===== src/rtl/rca_lsq_types.sv =====
// Shared types and constants for the RCA load/store request port.
package rca_lsq_types;

  localparam int unsigned LSQ_XLEN = 32;

  // RISC-V load/store funct3 encodings.
  localparam logic [2:0] LS_B  = 3'b000;
  localparam logic [2:0] LS_H  = 3'b001;
  localparam logic [2:0] LS_W  = 3'b010;
  localparam logic [2:0] LS_BU = 3'b100;
  localparam logic [2:0] LS_HU = 3'b101;

  typedef struct packed {
    logic [LSQ_XLEN-1:0] addr;
    logic [LSQ_XLEN-1:0] data;
    logic [2:0]          fn3;
    logic                is_load;
  } lsq_entry_t;

  typedef enum logic [1:0] {
    IDLE,
    ISSUE,
    WAIT_LOAD
  } lsq_state_t;

endpackage


===== src/rtl/rca_lsq_fifo.sv =====
// In-order circular queue of load/store entries. Caller must not push
// when full or pop when empty.
module rca_lsq_fifo
  import rca_lsq_types::*;
#(
  parameter int unsigned DEPTH = 4
) (
  input  logic                       clk,
  input  logic                       rst,
  input  logic                       push,
  input  logic                       pop,
  input  lsq_entry_t                 wr_entry,
  output lsq_entry_t                 head,
  output logic [$clog2(DEPTH+1)-1:0] count,
  output logic                       full,
  output logic                       empty
);

  localparam int unsigned PW = $clog2(DEPTH);
  localparam int unsigned CW = $clog2(DEPTH + 1);

  lsq_entry_t        entries [DEPTH];
  logic [PW-1:0]     wr_ptr;
  logic [PW-1:0]     rd_ptr;

  // Entry storage; contents need no reset since count gates visibility.
  always_ff @(posedge clk) begin
    if (push) begin
      entries[wr_ptr] <= wr_entry;
    end
  end

  // Pointer and occupancy tracking; pointers wrap naturally (DEPTH is 2^n).
  always_ff @(posedge clk) begin
    if (!rst) begin
      wr_ptr <= '0;
      rd_ptr <= '0;
      count  <= '0;
    end else begin
      if (push) wr_ptr <= wr_ptr + PW'(1);
      if (pop)  rd_ptr <= rd_ptr + PW'(1);
      case ({push, pop})
        2'b10:   count <= count + CW'(1);
        2'b01:   count <= count - CW'(1);
        default: count <= count;
      endcase
    end
  end

  assign head  = entries[rd_ptr];
  assign full  = (count == CW'(DEPTH));
  assign empty = (count == '0);

endmodule


===== src/rtl/rca_lsq_port.sv =====
// Responder side of the OU load/store interface: queues requests, issues
// them in order to the data-memory port, and returns extended load data.
module rca_lsq_port
  import rca_lsq_types::*;
#(
  parameter int unsigned DEPTH = 4,
  parameter int unsigned XLEN  = 32
) (
  input  logic            clk,
  input  logic            rst,
  input  logic [XLEN-1:0] addr,
  input  logic [XLEN-1:0] data,
  input  logic [2:0]      fn3,
  input  logic            load,
  input  logic            store,
  input  logic            new_request,
  output logic            lsq_full,
  output logic [XLEN-1:0] load_data,
  output logic            load_complete,
  output logic            mem_req,
  output logic [XLEN-1:0] mem_addr,
  output logic [XLEN-1:0] mem_wdata,
  output logic [3:0]      mem_be,
  output logic            mem_we,
  input  logic            mem_ack,
  input  logic [XLEN-1:0] mem_rdata,
  input  logic            mem_rvalid
);

  localparam int unsigned CW = $clog2(DEPTH + 1);

  lsq_state_t        state;
  lsq_state_t        state_next;
  lsq_entry_t        in_entry;
  lsq_entry_t        head;
  logic [CW-1:0]     count;
  logic              fifo_full;
  logic              fifo_empty;
  logic              push;
  logic              pop;
  logic              rvalid_take;
  logic [2:0]        ld_fn3;
  logic [1:0]        ld_off;

  // Store data replication and byte enables; returns {wdata, be}.
  function automatic logic [35:0] steer(input logic [31:0] d,
                                        input logic [2:0]  f,
                                        input logic [1:0]  off);
    case (f)
      LS_B:    steer = {{4{d[7:0]}}, 4'b0001 << off};
      LS_H:    steer = {{2{d[15:0]}}, (off[1] ? 4'b1100 : 4'b0011)};
      LS_W:    steer = {d, 4'b1111};
      default: steer = {d, 4'b1111};
    endcase
  endfunction

  // Select the addressed byte/half of the read word and extend it.
  function automatic logic [31:0] extract(input logic [31:0] rd,
                                          input logic [2:0]  f,
                                          input logic [1:0]  off);
    logic [7:0]  b;
    logic [15:0] h;
    b = rd[{off, 3'b000} +: 8];
    h = off[1] ? rd[31:16] : rd[15:0];
    case (f)
      LS_B:    extract = {{24{b[7]}}, b};
      LS_BU:   extract = {24'b0, b};
      LS_H:    extract = {{16{h[15]}}, h};
      LS_HU:   extract = {16'b0, h};
      default: extract = rd;
    endcase
  endfunction

  // A request with both load and store set is a load; with neither it is dropped.
  assign push        = new_request && !fifo_full && (load || store);
  assign lsq_full    = fifo_full;
  assign rvalid_take = (state == WAIT_LOAD) && mem_rvalid;

  // Pack the incoming request into a queue entry.
  always_comb begin
    in_entry.addr    = addr;
    in_entry.data    = data;
    in_entry.fn3     = fn3;
    in_entry.is_load = load;
  end

  rca_lsq_fifo #(
    .DEPTH(DEPTH)
  ) u_fifo (
    .clk      (clk),
    .rst      (rst),
    .push     (push),
    .pop      (pop),
    .wr_entry (in_entry),
    .head     (head),
    .count    (count),
    .full     (fifo_full),
    .empty    (fifo_empty)
  );

  // FSM state register.
  always_ff @(posedge clk) begin
    if (!rst) state <= IDLE;
    else      state <= state_next;
  end

  // Next state and memory-port drive. A same-cycle push counts as occupancy
  // so a fresh request reaches mem_req on the very next cycle.
  always_comb begin
    state_next = state;
    pop        = 1'b0;
    mem_req    = 1'b0;
    mem_addr   = '0;
    mem_wdata  = '0;
    mem_be     = '0;
    mem_we     = 1'b0;
    case (state)
      IDLE: begin
        if (!fifo_empty || push) state_next = ISSUE;
      end
      ISSUE: begin
        mem_req  = 1'b1;
        mem_addr = {head.addr[LSQ_XLEN-1:2], 2'b00};
        mem_we   = !head.is_load;
        if (head.is_load) mem_be = 4'b1111;
        else {mem_wdata, mem_be} = steer(head.data, head.fn3, head.addr[1:0]);
        if (mem_ack) begin
          pop = 1'b1;
          if (head.is_load)                 state_next = WAIT_LOAD;
          else if ((count > CW'(1)) || push) state_next = ISSUE;
          else                              state_next = IDLE;
        end
      end
      WAIT_LOAD: begin
        if (mem_rvalid) state_next = (!fifo_empty || push) ? ISSUE : IDLE;
      end
      default: state_next = IDLE;
    endcase
  end

  // Capture access size and byte offset of the load being issued.
  always_ff @(posedge clk) begin
    if (!rst) begin
      ld_fn3 <= '0;
      ld_off <= '0;
    end else if (pop && head.is_load) begin
      ld_fn3 <= head.fn3;
      ld_off <= head.addr[1:0];
    end
  end

  // Register load result and completion strobe; data holds between loads.
  always_ff @(posedge clk) begin
    if (!rst) begin
      load_complete <= 1'b0;
      load_data     <= '0;
    end else begin
      load_complete <= rvalid_take;
      if (rvalid_take) load_data <= extract(mem_rdata, ld_fn3, ld_off);
    end
  end

endmodule


===== config.mk =====
export PLATFORM = sky130hd
export DESIGN_NAME = rca_lsq_port
export DESIGN_NICKNAME = d
export VERILOG_FILES = /design/src/rtl/rca_lsq_types.sv /design/src/rtl/rca_lsq_fifo.sv /design/src/rtl/rca_lsq_port.sv
export SDC_FILE = /design/constraint.sdc
export NUM_CORES = 1
export LEC_CHECK = 0
export ABC_AREA = 1
export BUFFER_PORTS_ARGS = -buffer_cell sky130_fd_sc_hd__buf_2
export CORE_MARGIN = 8
export CORE_UTILIZATION = 30
export DETAILED_ROUTE_END_ITERATION = 10
export HOLD_SLACK_MARGIN = 0.03
export SLEW_MARGIN = 20
export SYNTH_ARGS = -nofsm -noshare
export SYNTH_HDL_FRONTEND = slang
export SYNTH_SLANG_ARGS = --single-unit

===== constraint.sdc =====
create_clock -name clk -period 4.3 [get_ports clk]
set_input_delay 0.645 -clock clk [delete_from_list [all_inputs] [get_ports clk]]
set_output_delay 0.645 -clock clk [all_outputs]
set_load 0.005 [all_outputs]

==> impl_metrics.json <==
{
  "outcome": "completed",
  "cp_max_fo": 69,
  "crit_arrival_ps": 2820,
  "max_cap_viol_count": 0,
  "seq_power_share_pct": 44.6,
  "wl_um": 37900,
  "setup_violations": 0,
  "slew_viol_final": 0,
  "rsz0062_at_grt": "no",
  "first_pass_iters": 5,
  "synth_cells": 1291,
  "hp-class": "primary input to flip-flop",
  "fin_crit_sh_pct": 80.6,
  "gp_congestion": 0.834,
  "seq_area_frac_synth_pct": 66.5,
  "wire_per_inst_um": 18.0,
  "cts_made_buffers": 37,
  "avgSynthCellArea_um2": 10.7,
  "async_flop_share_pct": 0,
  "hpwlAfterDp_um": 24900,
  "min_from": "data[30]",
  "die_w_um": 230,
  "yosysUniqueCellTypes": 37,
  "worstSetupStartpointType": "flip-flop",
  "cp-end-kind": "output pin",
  "port_buffers": 207,
  "initial_core_util_pct": 30.3,
  "synth_edf_count": 272,
  "ios": 210,
  "synthMuxAreaShare_pct": 0,
  "skew_ps": 13.6,
  "clk_pin_slew_worst_paths_ps": 60,
  "period_minus_slack_ps": 3470,
  "area_growth_pct": 20.2,
  "synth-seq-cells": 321,
  "synth_warnings": 0,
  "grt_usage_pct": 13.7,
  "grt_pass1_vias": 9677,
  "nets": 1598,
  "ant_nets": 0,
  "synth_area_leaders": "edfxtp_1 59%, dfxtp_1 7.1%, nand2_1 5.7%",
  "p_int_w": 0.00583,
  "p_leak_nw": 6.70,
  "pwr-share-comb_pct": 16.2,
  "drive_above_1_share_pct": 20.5,
  "synth_top_area_cell": "edfxtp_1",
  "switching_share_pct": 27.5,
  "dieArea_um2": 53000,
  "synth_top_area_share_pct": 59.3,
  "synthAdderAreaFrac_pct": 0.818,
  "antenna_found_initial": 12,
  "cts_setup_buffers": 0,
  "cts_sinks": 321,
  "htreeDepth": 2,
  "powerDensity_nw_per_um2": 485,
  "core-area_um2": 45400,
  "synthSimpleGateAreaFrac_pct": 14.0,
  "grt_max_degree": 77,
  "vdd_drop_max_mv": 0.286,
  "clock-root-buffer": "clkbuf_16",
  "cts_resized": 0,
  "ys.flop_type": "edfxtp_1",
  "vias": 9920,
  "clockBufferDepth": 3,
  "grt_pass1_wl_um": 57300,
  "gr-total-overflow": 0,
  "cts_hold_buf": 0,
  "layout_setup_ws_ps": 835,
  "clock_power_share_pct": 39.2,
  "cts_tree": "done",
  "maxSlewHeadroom_pct": 41.6,
  "insertion_delay_ps": 540,
  "setup_tns_ps": 0,
  "worst_slew_pin_slew_ps": 871,
  "syn_area_um2": 13800,
  "r2r-start": "u_fifo.count[0]$_SDFFE_PN0P_",
  "num_rows": 78,
  "synth_top_family_by_area": "simple AND/OR/NAND/NOR gates",
  "synth_xor_area_share_pct": 0.127,
  "switchingPower_w": 0.00221,
  "vias_per_cell": 4.70,
  "critical_path_class": "flip-flop to output pin",
  "die_y_um": 230,
  "layout_commonest_cell": "edfxtp_1",
  "synth_compound_area_share_pct": 12.5,
  "hold_violations": 0,
  "max_freq_ghz": 0.289,
  "required_ps": 3650,
  "drt_first_iter_violations": 680,
  "postLayoutCoreUtil_pct": 36.5,
  "fillers": 4471,
  "final_cell_mix": "272 x edfxtp_1, 210 x nand2_1, 207 x buf_2",
  "drc": 0,
  "preCtsSetupSlack_ps": 1330
}
worst max-delay path, stage by stage (launching register included):
cell and delay [ps]:
dfxtp_4 350, inv_4 460, buf_12 360, a21oi_1 110, nor2_1 370, o21ai_0 220, nor2_1 170, buf_2 140
power groups by stage:
stage | Clock [W] | Combinational (W) | Sequential [W]
floorplan | 0 | 0.000821 | 0.00364
global placement | 0 | 0.00131 | 0.00364
detailed placement | 0 | 0.00132 | 0.00365
CTS | 0.00323 | 0.00132 | 0.00358
global route | 0.00334 | 0.00146 | 0.00360
finish | 0.00315 | 0.00130 | 0.00358
layout make-up:
class | instances | area, um^2 | area share (%)
clock buffers | 46 | 991 | 5.99
inverters | 101 | 394 | 2.38
clock inverters | 18 | 220 | 1.33
well taps | 600 | 751 | 4.54
flip-flops and latches | 321 | 9150 | 55.3
multi-input cells | 798 | 3830 | 23.1
repair buffers | 224 | 1200 | 7.26
diodes | 3 | 7.51 | 0.0454
path summary, 6_finish.rpt:
kind | endpoint | slack, ps | depth (start not counted)
worst max-delay path | mem_wdata[19] | 830 | 7
worst min-delay path | u_fifo.entries[2][34]$_DFFE_PP_ | 310 | 1
worst max register to register | u_fifo.entries[3][10]$_DFFE_PP_ | 1840 | 8
worst min register to register | u_fifo.rd_ptr[0]$_SDFFE_PN0P_ | 470 | 1
per-stage QoR:
step | hold WS [ps] | std cells | total power (W) | instance area [um^2]
after floorplan | 444 | 1292 | 0.00446 | 13800
after global placement | 454 | 2044 | 0.00495 | 15300
after detailed placement | 464 | 2044 | 0.00497 | 15300
after CTS | 267 | 2108 | 0.00814 | 16500
after global routing | 270 | 2109 | 0.00840 | 16500
final | 308 | 2111 | 0.00803 | 16500
registers in the layout, summed over array words and instances, names as in the netlist, named ones only:
name and flops:
u_fifo.entries 272, load_data 32, ld_fn3 3, u_fifo.count 3
ld_off 2, state 2, u_fifo.rd_ptr 2, u_fifo.wr_ptr 2
load_complete 1
cells by family (layout without fill, tap and decap cells):
kind of cell	Yosys count	count (layout)
compound gates	309	309
fa+ha+maj	9	9
flops	321	321
simple gates	476	476
other cells	1	5
buf+inv	173	389
xor+xnor	2	2
cell usage after synthesis (2+ instances only):
master	n
buf_4	12
nor2_2	3
nand3_2	2
o21bai_2	2
dfxtp_1	49
o21ai_0	153
inv_1	93
a21oi_1	80
o211ai_1	16
nor2_1	206
xor2_1	2
buf_2	23
o21ai_1	9
edfxtp_1	272
o22ai_1	3
nand2_4	2
o21a_1	9
nand4_1	5
a22oi_1	2
o21bai_1	26
o22a_1	8
buf_6	12
nand2_1	210
nand3_1	38
clkbuf_1	24
nand2_2	7
ha_1	9
inv_2	5
routing by layer:
layer	global-route usage [%]	share of wire, %	vias up
met5	0	0.26	-
met4	3.90	2.1	16
met3	4.12	7.5	69
met2	21.9	46	309
met1	17.9	44	4711
li1	-	-	4815
(Power assumes the default switching activity.)
